--- src/rtl/relu_result_writeback_pkg.sv ---
// relu_result_writeback_pkg: shared state type, default lane sizing and address-width helper
package relu_result_writeback_pkg;
    localparam int DEF_DATA_WIDTH = 16;
    localparam int DEF_NUM_UNITS = 2;
    typedef logic [DEF_NUM_UNITS-1:0] lane_vec_t;
    typedef enum logic [1:0] {IDLE, LOAD, EMIT} wb_state_t;
    function automatic int addr_w(input int w, input int h);
        return (w * h > 1) ? $clog2(w * h) : 1;
    endfunction
endpackage

--- src/rtl/relu_result_writeback_if.sv ---
// relu_result_writeback_if: valid/ready result stream carrying one element plus its image address
interface relu_result_writeback_if #(
    parameter int DATA_WIDTH = 16,
    parameter int ADDR_W = 6
);
    logic valid;
    logic ready;
    logic last;
    logic [DATA_WIDTH-1:0] data;
    logic [ADDR_W-1:0] addr;
    modport master(output valid, data, addr, last, input ready);
    modport slave(input valid, data, addr, last, output ready);
endinterface

--- src/rtl/relu_result_writeback_fifo.sv ---
// result_fifo: synchronous FIFO of capture entries; a push at full is accepted when a pop happens in the same cycle
module result_fifo #(
    parameter int WIDTH = 8,
    parameter int DEPTH = 4,
    localparam int PTR_W = $clog2(DEPTH)
) (
    input  logic             clk,
    input  logic             reset,
    input  logic             push,
    input  logic             pop,
    input  logic [WIDTH-1:0] wdata,
    output logic [WIDTH-1:0] rdata,
    output logic             full,
    output logic             empty,
    output logic [PTR_W:0]   level
);
    logic [WIDTH-1:0] mem [DEPTH];
    logic [PTR_W-1:0] wr_ptr, rd_ptr;
    logic do_push, do_pop;
    assign do_pop = pop && !empty;
    assign do_push = push && (!full || do_pop);
    assign full = level == (PTR_W+1)'(DEPTH);
    assign empty = level == '0;
    assign rdata = mem[rd_ptr];
    always_ff @(posedge clk) begin
        if (do_push) mem[wr_ptr] <= wdata;
    end
    // pointers wrap naturally because DEPTH is a power of two
    always_ff @(posedge clk or negedge reset) begin
        if (!reset) begin
            wr_ptr <= '0;
            rd_ptr <= '0;
            level <= '0;
        end else begin
            wr_ptr <= do_push ? wr_ptr + PTR_W'(1) : wr_ptr;
            rd_ptr <= do_pop ? rd_ptr + PTR_W'(1) : rd_ptr;
            level <= level + (PTR_W+1)'(do_push) - (PTR_W+1)'(do_pop);
        end
    end
endmodule

--- src/rtl/relu_result_writeback.sv ---
// relu_result_writeback: captures ReLU lane results, buffers them and streams one addressed element per cycle
// Define TPU_WB_CLAMP_EN to saturate emitted elements at CLAMP_MAX.
module relu_result_writeback
    import relu_result_writeback_pkg::*;
#(
    parameter int DATA_WIDTH = 16,
    parameter int NUM_UNITS = 2,
    parameter int IMAGE_WIDTH = 8,
    parameter int IMAGE_HEIGHT = 8,
    parameter int FIFO_DEPTH = 4,
    parameter logic [DATA_WIDTH-1:0] CLAMP_MAX = 'h00FF,
    localparam int ADDR_W = addr_w(IMAGE_WIDTH, IMAGE_HEIGHT),
    localparam int LVL_W = $clog2(FIFO_DEPTH) + 1
) (
    input  logic                          clk,
    input  logic                          reset,
    input  logic                          done_in,
    input  logic [NUM_UNITS-1:0]          active_units,
    input  logic [NUM_UNITS*DATA_WIDTH-1:0] relu_in,
    input  logic [ADDR_W-1:0]             base_addr,
    input  logic                          addr_load,
    relu_result_writeback_if.master       out_if,
    output logic [LVL_W-1:0]              fifo_level,
    output logic                          overflow,
    output logic                          busy
);
    localparam int ENTRY_W = NUM_UNITS * DATA_WIDTH + NUM_UNITS;
    localparam logic [ADDR_W-1:0] LAST_ADDR = ADDR_W'(IMAGE_WIDTH * IMAGE_HEIGHT - 1);
    wb_state_t state;
    logic [NUM_UNITS*DATA_WIDTH-1:0] lanes, head_data;
    logic [NUM_UNITS-1:0] mask, low, rest, head_mask;
    logic [ENTRY_W-1:0] head;
    logic [ADDR_W-1:0] addr;
    logic [DATA_WIDTH-1:0] lane;
    logic cap, pop, full, empty, hs, drop, reload, addr_ok, last;
    assign cap = done_in && |active_units;
    assign hs = out_if.valid && out_if.ready;
    assign low = mask & (~mask + NUM_UNITS'(1));
    assign rest = mask & ~low;
    // refill straight from the FIFO on the final handshake so back-to-back captures stream without a gap
    assign reload = hs && rest == '0 && !empty;
    assign pop = (state == LOAD) || reload;
    assign drop = cap && full && !pop;
    assign busy = !empty || state != IDLE;
    assign addr_ok = addr_load && !busy;
    assign last = addr == LAST_ADDR;
    assign {head_data, head_mask} = head;
    result_fifo #(
        .WIDTH(ENTRY_W),
        .DEPTH(FIFO_DEPTH)
    ) u_fifo (
        .clk(clk),
        .reset(reset),
        .push(cap),
        .pop(pop),
        .wdata({relu_in, active_units}),
        .rdata(head),
        .full(full),
        .empty(empty),
        .level(fifo_level)
    );
    always_comb begin
        lane = '0;
        for (int i = 0; i < NUM_UNITS; i++) lane |= low[i] ? lanes[i*DATA_WIDTH +: DATA_WIDTH] : '0;
    end
    assign out_if.valid = state == EMIT;
    assign out_if.addr = addr;
    assign out_if.last = last;
`ifdef TPU_WB_CLAMP_EN
    assign out_if.data = lane > CLAMP_MAX ? CLAMP_MAX : lane;
`else
    logic unused_clamp;
    assign unused_clamp = ^CLAMP_MAX;
    assign out_if.data = lane;
`endif
    always_ff @(posedge clk or negedge reset) begin
        if (!reset) begin
            state <= IDLE;
            lanes <= '0;
            mask <= '0;
            addr <= '0;
            overflow <= 1'b0;
        end else begin
            overflow <= drop ? 1'b1 : addr_ok ? 1'b0 : overflow;
            addr <= hs ? (last ? '0 : addr + ADDR_W'(1)) : addr_ok ? base_addr : addr;
            if (pop) begin
                lanes <= head_data;
                mask <= head_mask;
            end else if (hs) begin
                mask <= rest;
            end
            case (state)
                IDLE: state <= (cap || !empty) ? LOAD : IDLE;
                LOAD: state <= EMIT;
                EMIT: state <= (!hs || rest != '0 || reload) ? EMIT : cap ? LOAD : IDLE;
                default: state <= IDLE;
            endcase
        end
    end
endmodule
--- src/flat_wrapper.sv ---
// flat-port wrapper written by rule: the top's interface ports become plain ports
module relu_result_writeback_flat import relu_result_writeback_pkg::*;
#(
    parameter int DATA_WIDTH = 16,
    parameter int NUM_UNITS = 2,
    parameter int IMAGE_WIDTH = 8,
    parameter int IMAGE_HEIGHT = 8,
    parameter int FIFO_DEPTH = 4,
    parameter logic [DATA_WIDTH-1:0] CLAMP_MAX = 'h00FF,
    localparam int ADDR_W = addr_w(IMAGE_WIDTH, IMAGE_HEIGHT),
    localparam int LVL_W = $clog2(FIFO_DEPTH) + 1
)
  (clk, reset, done_in, active_units, relu_in, base_addr, addr_load, fifo_level, overflow, busy, out_if_valid, out_if_data, out_if_addr, out_if_last, out_if_ready);
  relu_result_writeback_if #(.DATA_WIDTH(DATA_WIDTH)) out_if_i ();
  input  logic clk;
  input  logic reset;
  input  logic done_in;
  input  logic [NUM_UNITS-1:0] active_units;
  input  logic [NUM_UNITS*DATA_WIDTH-1:0] relu_in;
  input  logic [ADDR_W-1:0] base_addr;
  input  logic addr_load;
  output logic [LVL_W-1:0] fifo_level;
  output logic overflow;
  output logic busy;
  output wire logic [$bits(out_if_i.valid)-1:0] out_if_valid;
  output wire logic [$bits(out_if_i.data)-1:0] out_if_data;
  output wire logic [$bits(out_if_i.addr)-1:0] out_if_addr;
  output wire logic [$bits(out_if_i.last)-1:0] out_if_last;
  input wire logic [$bits(out_if_i.ready)-1:0] out_if_ready;
  assign out_if_valid = out_if_i.valid;
  assign out_if_data = out_if_i.data;
  assign out_if_addr = out_if_i.addr;
  assign out_if_last = out_if_i.last;
  assign out_if_i.ready = out_if_ready;
  relu_result_writeback #(.DATA_WIDTH(DATA_WIDTH), .NUM_UNITS(NUM_UNITS), .IMAGE_WIDTH(IMAGE_WIDTH), .IMAGE_HEIGHT(IMAGE_HEIGHT), .FIFO_DEPTH(FIFO_DEPTH), .CLAMP_MAX(CLAMP_MAX)) u_core (.clk(clk), .reset(reset), .done_in(done_in), .active_units(active_units), .relu_in(relu_in), .base_addr(base_addr), .addr_load(addr_load), .out_if(out_if_i), .fifo_level(fifo_level), .overflow(overflow), .busy(busy));
endmodule
--- config.mk ---
export PLATFORM = sky130hd
export DESIGN_NAME = relu_result_writeback_flat
export DESIGN_NICKNAME = d
export VERILOG_FILES = /design/src/rtl/relu_result_writeback_pkg.sv /design/src/rtl/relu_result_writeback_if.sv /design/src/rtl/relu_result_writeback_fifo.sv /design/src/rtl/relu_result_writeback.sv /design/src/flat_wrapper.sv
export SDC_FILE = /design/constraint.sdc
export NUM_CORES = 1
export LEC_CHECK = 0
export BUFFER_PORTS_ARGS = -buffer_cell sky130_fd_sc_hd__clkbuf_2
export CORE_ASPECT_RATIO = 2
export CORE_MARGIN = 1
export CORE_UTILIZATION = 50
export CTS_CLUSTER_SIZE = 10
export DETAILED_ROUTE_END_ITERATION = 8
export PLACE_DENSITY = 0.71
export SETUP_SLACK_MARGIN = 0.2
export SYNTH_ARGS = -nofsm -noshare
export SYNTH_HDL_FRONTEND = slang
export SYNTH_HIERARCHICAL = 1
export SYNTH_SLANG_ARGS = --single-unit
--- constraint.sdc ---
create_clock -name clk -period 5.15 [get_ports clk]
set_clock_uncertainty 0.05 [all_clocks]
set_input_delay 1.03 -clock clk [delete_from_list [all_inputs] [get_ports clk]]
set_output_delay 1.03 -clock clk [all_outputs]
set_load 0.005 [all_outputs]
Word level (Yosys, flattened, before mapping)
Memory sizes are Yosys's and may differ from the RTL's.
Cells that the tools add are included.

word-level totals
  output and inout bits = 29
  flip-flop bits (word level) = 50
  RAM bits = 136
  logic and storage cells = 68
  memories kept = 1
  bits of input ports = 45

memories
  name               depth  bits a word  read ports  clocked after Yosys merged registers in  wr ports  RTL line                          text
  u_core.u_fifo.mem  4      34           1           0                                        1         relu_result_writeback_fifo.sv:17  logic [WIDTH-1:0] mem [DEPTH];

operators by class
  equal/unequal tests = 4
  multiplexer cells = 15
  $add $sub $neg = 6
  reduce and logical (&&, ||, !) cells = 29
  bitwise operators = 5

operators with widths
  operator               number
  $mux W16               2
  $mux W6                3
  $or A16 B16 Y16        1
  $reduce_bool A2 Y1     5
  $logic_and A1 B1 Y1    9
  $add A2 B1 Y2 const B  3
  $add A6 B1 Y6 const B  1
  $eq A6 B6 Y1 const B   1
  $logic_or A1 B1 Y1     6
  $mux W1                6
  $mux W2                3
  $pmux W2 S3            1
  $logic_not A1 Y1       5
  $and A2 B2 Y2          2
  $logic_not A2 Y1       2
  $not A2 Y2             2
  $add A3 B1 Y3          1
  $eq A3 B3 Y1 const B   1
  $logic_not A3 Y1       1
  $sub A3 B1 Y3          1
  $eq A2 B1 Y1 const B   1
  $eq A2 B2 Y1 const B   1
  $reduce_or A2 Y1       1

Depth between registers and ports, before layout
  depth in word-level cells = 14
  gate-level depth with buffers = 11
  mapped depth without buffers = 10

Cells and area by module
Netlist, hierarchy kept.

modules (own cells, without submodules)
  module                 instances  sequential area each (um^2)  area each (um^2)  cells each
  result_fifo            1          4,259.1                      5,350.1           213
  relu_result_writeback  1          1,076.0                      2,028.2           158

Worst setup path after synthesis
OpenSTA, ideal clock, no wires.

  path kind = in2reg
  start = in out_if_ready
  end = mem u_core/u_fifo/mem[0][0] in the netlist's numbering (enable)
  data arrival time = 2,584 ps
  stages on the path = 6
  setup time = 394 ps
  required time = 4,706 ps
  buffers on the path = 1
  slack = 2,122 ps
  cell sequence = a41oi_4 buf_6 inv_1 inv_1 a21boi_4 and2_1

between the ends
  word-level cells in the longest chain between the ends = 9

RTL lines
  what                              RTL line                          text
  start: declaration                flat_wrapper.sv:29                input wire logic [$bits(out_if_i.ready)-1:0] out_if_ready;
  $logic_and A1 B1 Y1               relu_result_writeback.sv:37       assign hs = out_if.valid && out_if.ready;
  $logic_and A1 B1 Y1 (2 in a row)  relu_result_writeback.sv:41       assign reload = hs && rest == '0 && !empty;
  $logic_or A1 B1 Y1                relu_result_writeback.sv:42       assign pop = (state == LOAD) || reload;
  via u_core.pop                    relu_result_writeback.sv:35       logic cap, pop, full, empty, hs, drop, reload, addr_ok, last;
  $logic_and A1 B1 Y1               relu_result_writeback_fifo.sv:20  assign do_pop = pop && !empty;
  $logic_or A1 B1 Y1                relu_result_writeback_fifo.sv:21  assign do_push = push && (!full || do_pop);
  $logic_and A1 B1 Y1               relu_result_writeback_fifo.sv:21
  $mux W1                           relu_result_writeback_fifo.sv:26  if (do_push) mem[wr_ptr] <= wdata;
  $mux W1 (implied by the code)     relu_result_writeback_fifo.sv:26
  end: declaration                  relu_result_writeback_fifo.sv:17

The timed path passes the listed nets, and every way through them passes these cells.

Final worst setup path
  start = reg u_core.u_fifo.level[1]
  end = reg u_core.u_fifo.level[2]

between the ends
  word-level cells in the longest chain between the ends = 9
  elaborated cells between the ends (all ways) = 11
  classes of those cells = 2 x add/sub; 1 x eq/ne; 8 x reduce/logical

RTL lines
  what                      RTL line                          text
  start: declaration        relu_result_writeback_fifo.sv:15  output logic [PTR_W:0] level
  start signal: assignment  relu_result_writeback_fifo.sv:37  level <= level + (PTR_W+1)'(do_push) - (PTR_W+1)'(do_pop);
  $logic_not A3 Y1 *        relu_result_writeback_fifo.sv:23  assign empty = level == '0;
  via u_core.empty          relu_result_writeback.sv:35
  $logic_not A1 Y1 *        relu_result_writeback.sv:41
  $logic_and A1 B1 Y1 *     relu_result_writeback.sv:41
  $logic_or A1 B1 Y1 *      relu_result_writeback.sv:42
  via u_core.pop            relu_result_writeback.sv:35
  $logic_and A1 B1 Y1 *     relu_result_writeback_fifo.sv:20
  $logic_or A1 B1 Y1        relu_result_writeback_fifo.sv:21
  $logic_and A1 B1 Y1       relu_result_writeback_fifo.sv:21
  $add A3 B1 Y3             relu_result_writeback_fifo.sv:37
  $sub A3 B1 Y3 *           relu_result_writeback_fifo.sv:37

Mark *: on every way through the listed nets, which the timed path passes. The rest lies on a longest branch.
A chain may end at the register's enable or synchronous reset.

==> results.yml <==
outcome:
  outcome: "finished, final reports clean"
worst_setup_path:
  timing.critical_path.slowest_stage_cell: "nor3_1"
  timing.critical_path.max_delay_family: "buffers and inverters"
  worst_ep_arrival_ns: 3.66
  worst_path_most_repeated_cell: "inv_1"
  cp_cell_sequence: "nor3_1 > inv_1 > a41oi_4 > buf_4 > inv_1 > o31ai_2 > or2_1 > a21bo_1 > ha_1 > fa_1 > xnor2_1"
  type_of_element_launching_the_critical_path: "flip-flop"
  path_max_fanout: 35
  cp_slowest_stage_delay_ns: 0.53
  end_kind: "flip-flop"
  path_class: "reg2reg"
  required_time_at_the_endpoint_of_the_critical_path_ns: 5.40
  critical_path_buf_inv_count: 3
route:
  routed_wire_length_per_instance_um: 20.11
  via_per_inst: 5.520
  drc_errors: 0
  detailroute.wirelength.met2_um: 7655
  maxUsedRoutingLayer: "met4"
  detailedRoute.firstPassIterationCount: 4
  drt-met1-wl_um: 4661
  antenna_violating_nets_left: 0
  met3WireLength_um: 392
  sum_of_routed_wire_length_over_all_layers_um: 13190
  vias: 3621
  dr.first_iter.drc_count: 155
synth:
  synth.avg_cell_area_um2: 19.89
  postSynth.asyncResetShare_pct: 26.88
  synthesis.nets: 423
  cell_count_after_synthesis: 371
  synth_seq_area_share_pct: 72.31
  syn_area_um2: 7378
  synthDistinctLibCells: 52
  yosysWarnings: 6
  count_of_flip_flops_with_a_built_in_enable_after_synthesis: 136
  yosys_register_bits: 186
  synth_ff_type: "edfxtp_1"
cts:
  cts-hold-fix-buffers: 0
  cts_tree: "built"
  clock_tree.htree_level_count: 4
  cts.repair.resized: 0
  clkLatencyLatePin_ns: 0.42
  worst_case_clock_buffer_depth: 2
  cts_num_sinks: 186
  numCtsBuffers: 17
  cts_setup_buffers: 0
  clk_pin_slew_worst_paths_ns: 0.06
  clockRootBuffer: "clkbuf_16"
pwr:
  p_leak_nw: 3.118
  vdd_ir_drop_max_uv: 257.2
  total_power_w: 0.004947
  power-per-cell-area_nw_per_um2: 586.8
timing:
  setup_total_negative_slack_ns: 0
  min_period_ns: 3.407
  layout_worst_path_cycle_share_pct: 66.16
  tightest_slew_ns: 0.9737
  hold_viol_final: 0
  achievable-frequency_mhz: 293.5
  timing.max_slew.rel_slack_pct: 35.09
  finalSetupViolCount: 0
  grt_setup_unrepaired: "no"
  slew_violations: 0
die:
  core_um2: 14350
  die_area_um2: 15280
  boundaryPins: 74
  die_height_um: 173.8
  initial_core_util_pct: 51.41
  die-width_um: 87.90
  placementRows: 62
finish:
  antenna_cells_inserted: 0
  synthToLayoutAreaGrowth_pct: 14.26
  layout.filler_cells: 1087
  final_net_count: 503
  multi_input_comb_area_um2: 1878
  regArea_um2: 5336
  layout-drive-gt1-share_pct: 38.58
global_routing:
  grt_start_max_net_pins: 51
  track_usage_pct: 19.09
  via_count_of_the_first_global_routing_pass: 4005
  antenna_found_initial: 0
  gr-total-overflow: 0
  global_route_wire_length_before_repair_um: 20670
job:
  cap_violations: 0
placed_design:
  routability_congestion_estimate: 0.7420
  dp.final_hpwl_um: 8424
  port_buffers: 73
worst_hold_path:
  hold_path.class: "reg2reg"
==> layer usage <==
metal  global-route usage (%)  up-vias
met5                        0        -
met4                    10.31        0
met3                    4.429       27
met2                    35.01       87
met1                    19.03     1864
li1                         -     1643
==> Yosys cell counts, drive strengths merged, types with 5 or more instances <==
master	instances	area (µm²)
ha	6	75.07
mux4	34	765.7
nor2	6	22.52
a22o	16	140.1
buf	13	113.9
inv	11	41.29
mux2	33	375.3
nand3	5	25.02
nand2	8	30.03
edfxtp	136	4084
dfrtp	50	1251
==> area by class of cell <==
| class | count | area share, % |
|---|---|---|
| Timing Repair Buffer | 78 | 4.779 |
| Inverter | 11 | 0.4898 |
| Clock inverter | 12 | 1.128 |
| Sequential cell | 186 | 63.30 |
| Clock buffer | 20 | 5.180 |
| Multi-Input combinational cell | 157 | 22.28 |
| Tap cell | 192 | 2.850 |
==> path summary, 6_finish.rpt <==
path | end | cells after the start | slack (ns) | from
worst min register to register | u_core/overflow | 1 | 0.44 | u_core/overflow
worst min-delay path | u_core/overflow | 1 | 0.44 | u_core/overflow
max in group asynchronous | u_core/u_fifo/rd_ptr[0] | 2 | 3.90 | reset
worst max-delay path | u_core/u_fifo/level[2] | 11 | 1.74 | u_core/u_fifo/level[1]
min in group asynchronous | u_core/lanes[17] | 2 | 0.66 | reset
worst max register to register | u_core/u_fifo/level[2] | 11 | 1.74 | u_core/u_fifo/level[1]
==> cells by family (layout without fill, tap and decap cells) <==
group / count (synthesis) / count (layout) / synth area share, %
flops: 186 / 186 / 72.31
mux: 69 / 69 / 15.74
simple gates: 39 / 39 / 3.239
compound gates: 37 / 37 / 4.528
buf+inv: 28 / 121 / 2.306
fa+ha+maj: 7 / 7 / 1.289
xor+xnor: 5 / 5 / 0.5936
==> worst register-to-register path, stage by stage, from the launching register on <==
cell and delay [ns]:
dfrtp_1 0.47, nor3_1 0.53, inv_1 0.18, a41oi_4 0.19
buf_4 0.44, inv_1 0.14, o31ai_2 0.14, or2_1 0.22
a21bo_1 0.22, ha_1 0.19, fa_1 0.38, xnor2_1 0.14
==> flip-flops by register name, indices dropped and copies added, names as in the netlist, 2 cells and up <==
signal                cells
u_core/u_fifo/mem       136
u_core/u_fifo/rd_ptr      2
u_core/u_fifo/wr_ptr      2
u_core/mask               2
u_core/lanes             32
u_core/u_fifo/level       3
u_core/out_if.addr        6
u_core/state              2
==> through the flow <==
step / setup WS (ns) / instance area (µm²) / std cells / util, % / hold WS, ns
after global routing: 1.550 / 8431 / 656 / 58.74 / 0.4760
after global placement: 1.886 / 7899 / 624 / 55.04 / 0.4294
after CTS: 1.733 / 8431 / 656 / 58.74 / 0.4525
after detailed placement: 1.759 / 7899 / 624 / 55.04 / 0.4341
final: 1.743 / 8431 / 656 / 58.74 / 0.4437
after floorplan: 2.122 / 7378 / 371 / - / 0.4153
==> cells in the final DEF (no fill, tap or decap), types with 2 or more instances in the layout <==
cell	synthesis	routed
edfxtp_1	136	136
clkbuf_2	0	73
dfrtp_1	50	49
mux4_2	34	34
mux2_2	26	26
clkbuf_16	0	17
a22o_1	16	16
inv_1	11	11
nand2_1	8	8
nor2_1	6	6
mux2_1	6	6
ha_1	6	6
clkinv_4	0	5
nand3_1	5	5
buf_4	2	5
and2_2	0	4
clkbuf_1	4	3
o21ai_0	3	3
xnor2_1	3	3
clkinv_2	0	2
clkinvlp_4	0	2
and3_1	2	2
a211oi_1	2	2
nor3_1	2	2
o211ai_1	2	2
mux2i_1	2	2
xor2_1	2	2
==> report_power, final <==
part           leakage [nW]  internal, W  switching, W  total, W
combinational          1.03     0.000796      0.000748   0.00154
sequential             1.83      0.00202      0.000223   0.00224
clock                 0.257     0.000624      0.000539   0.00116
total                  3.12      0.00344       0.00151   0.00495
(Power assumes the default switching activity.)
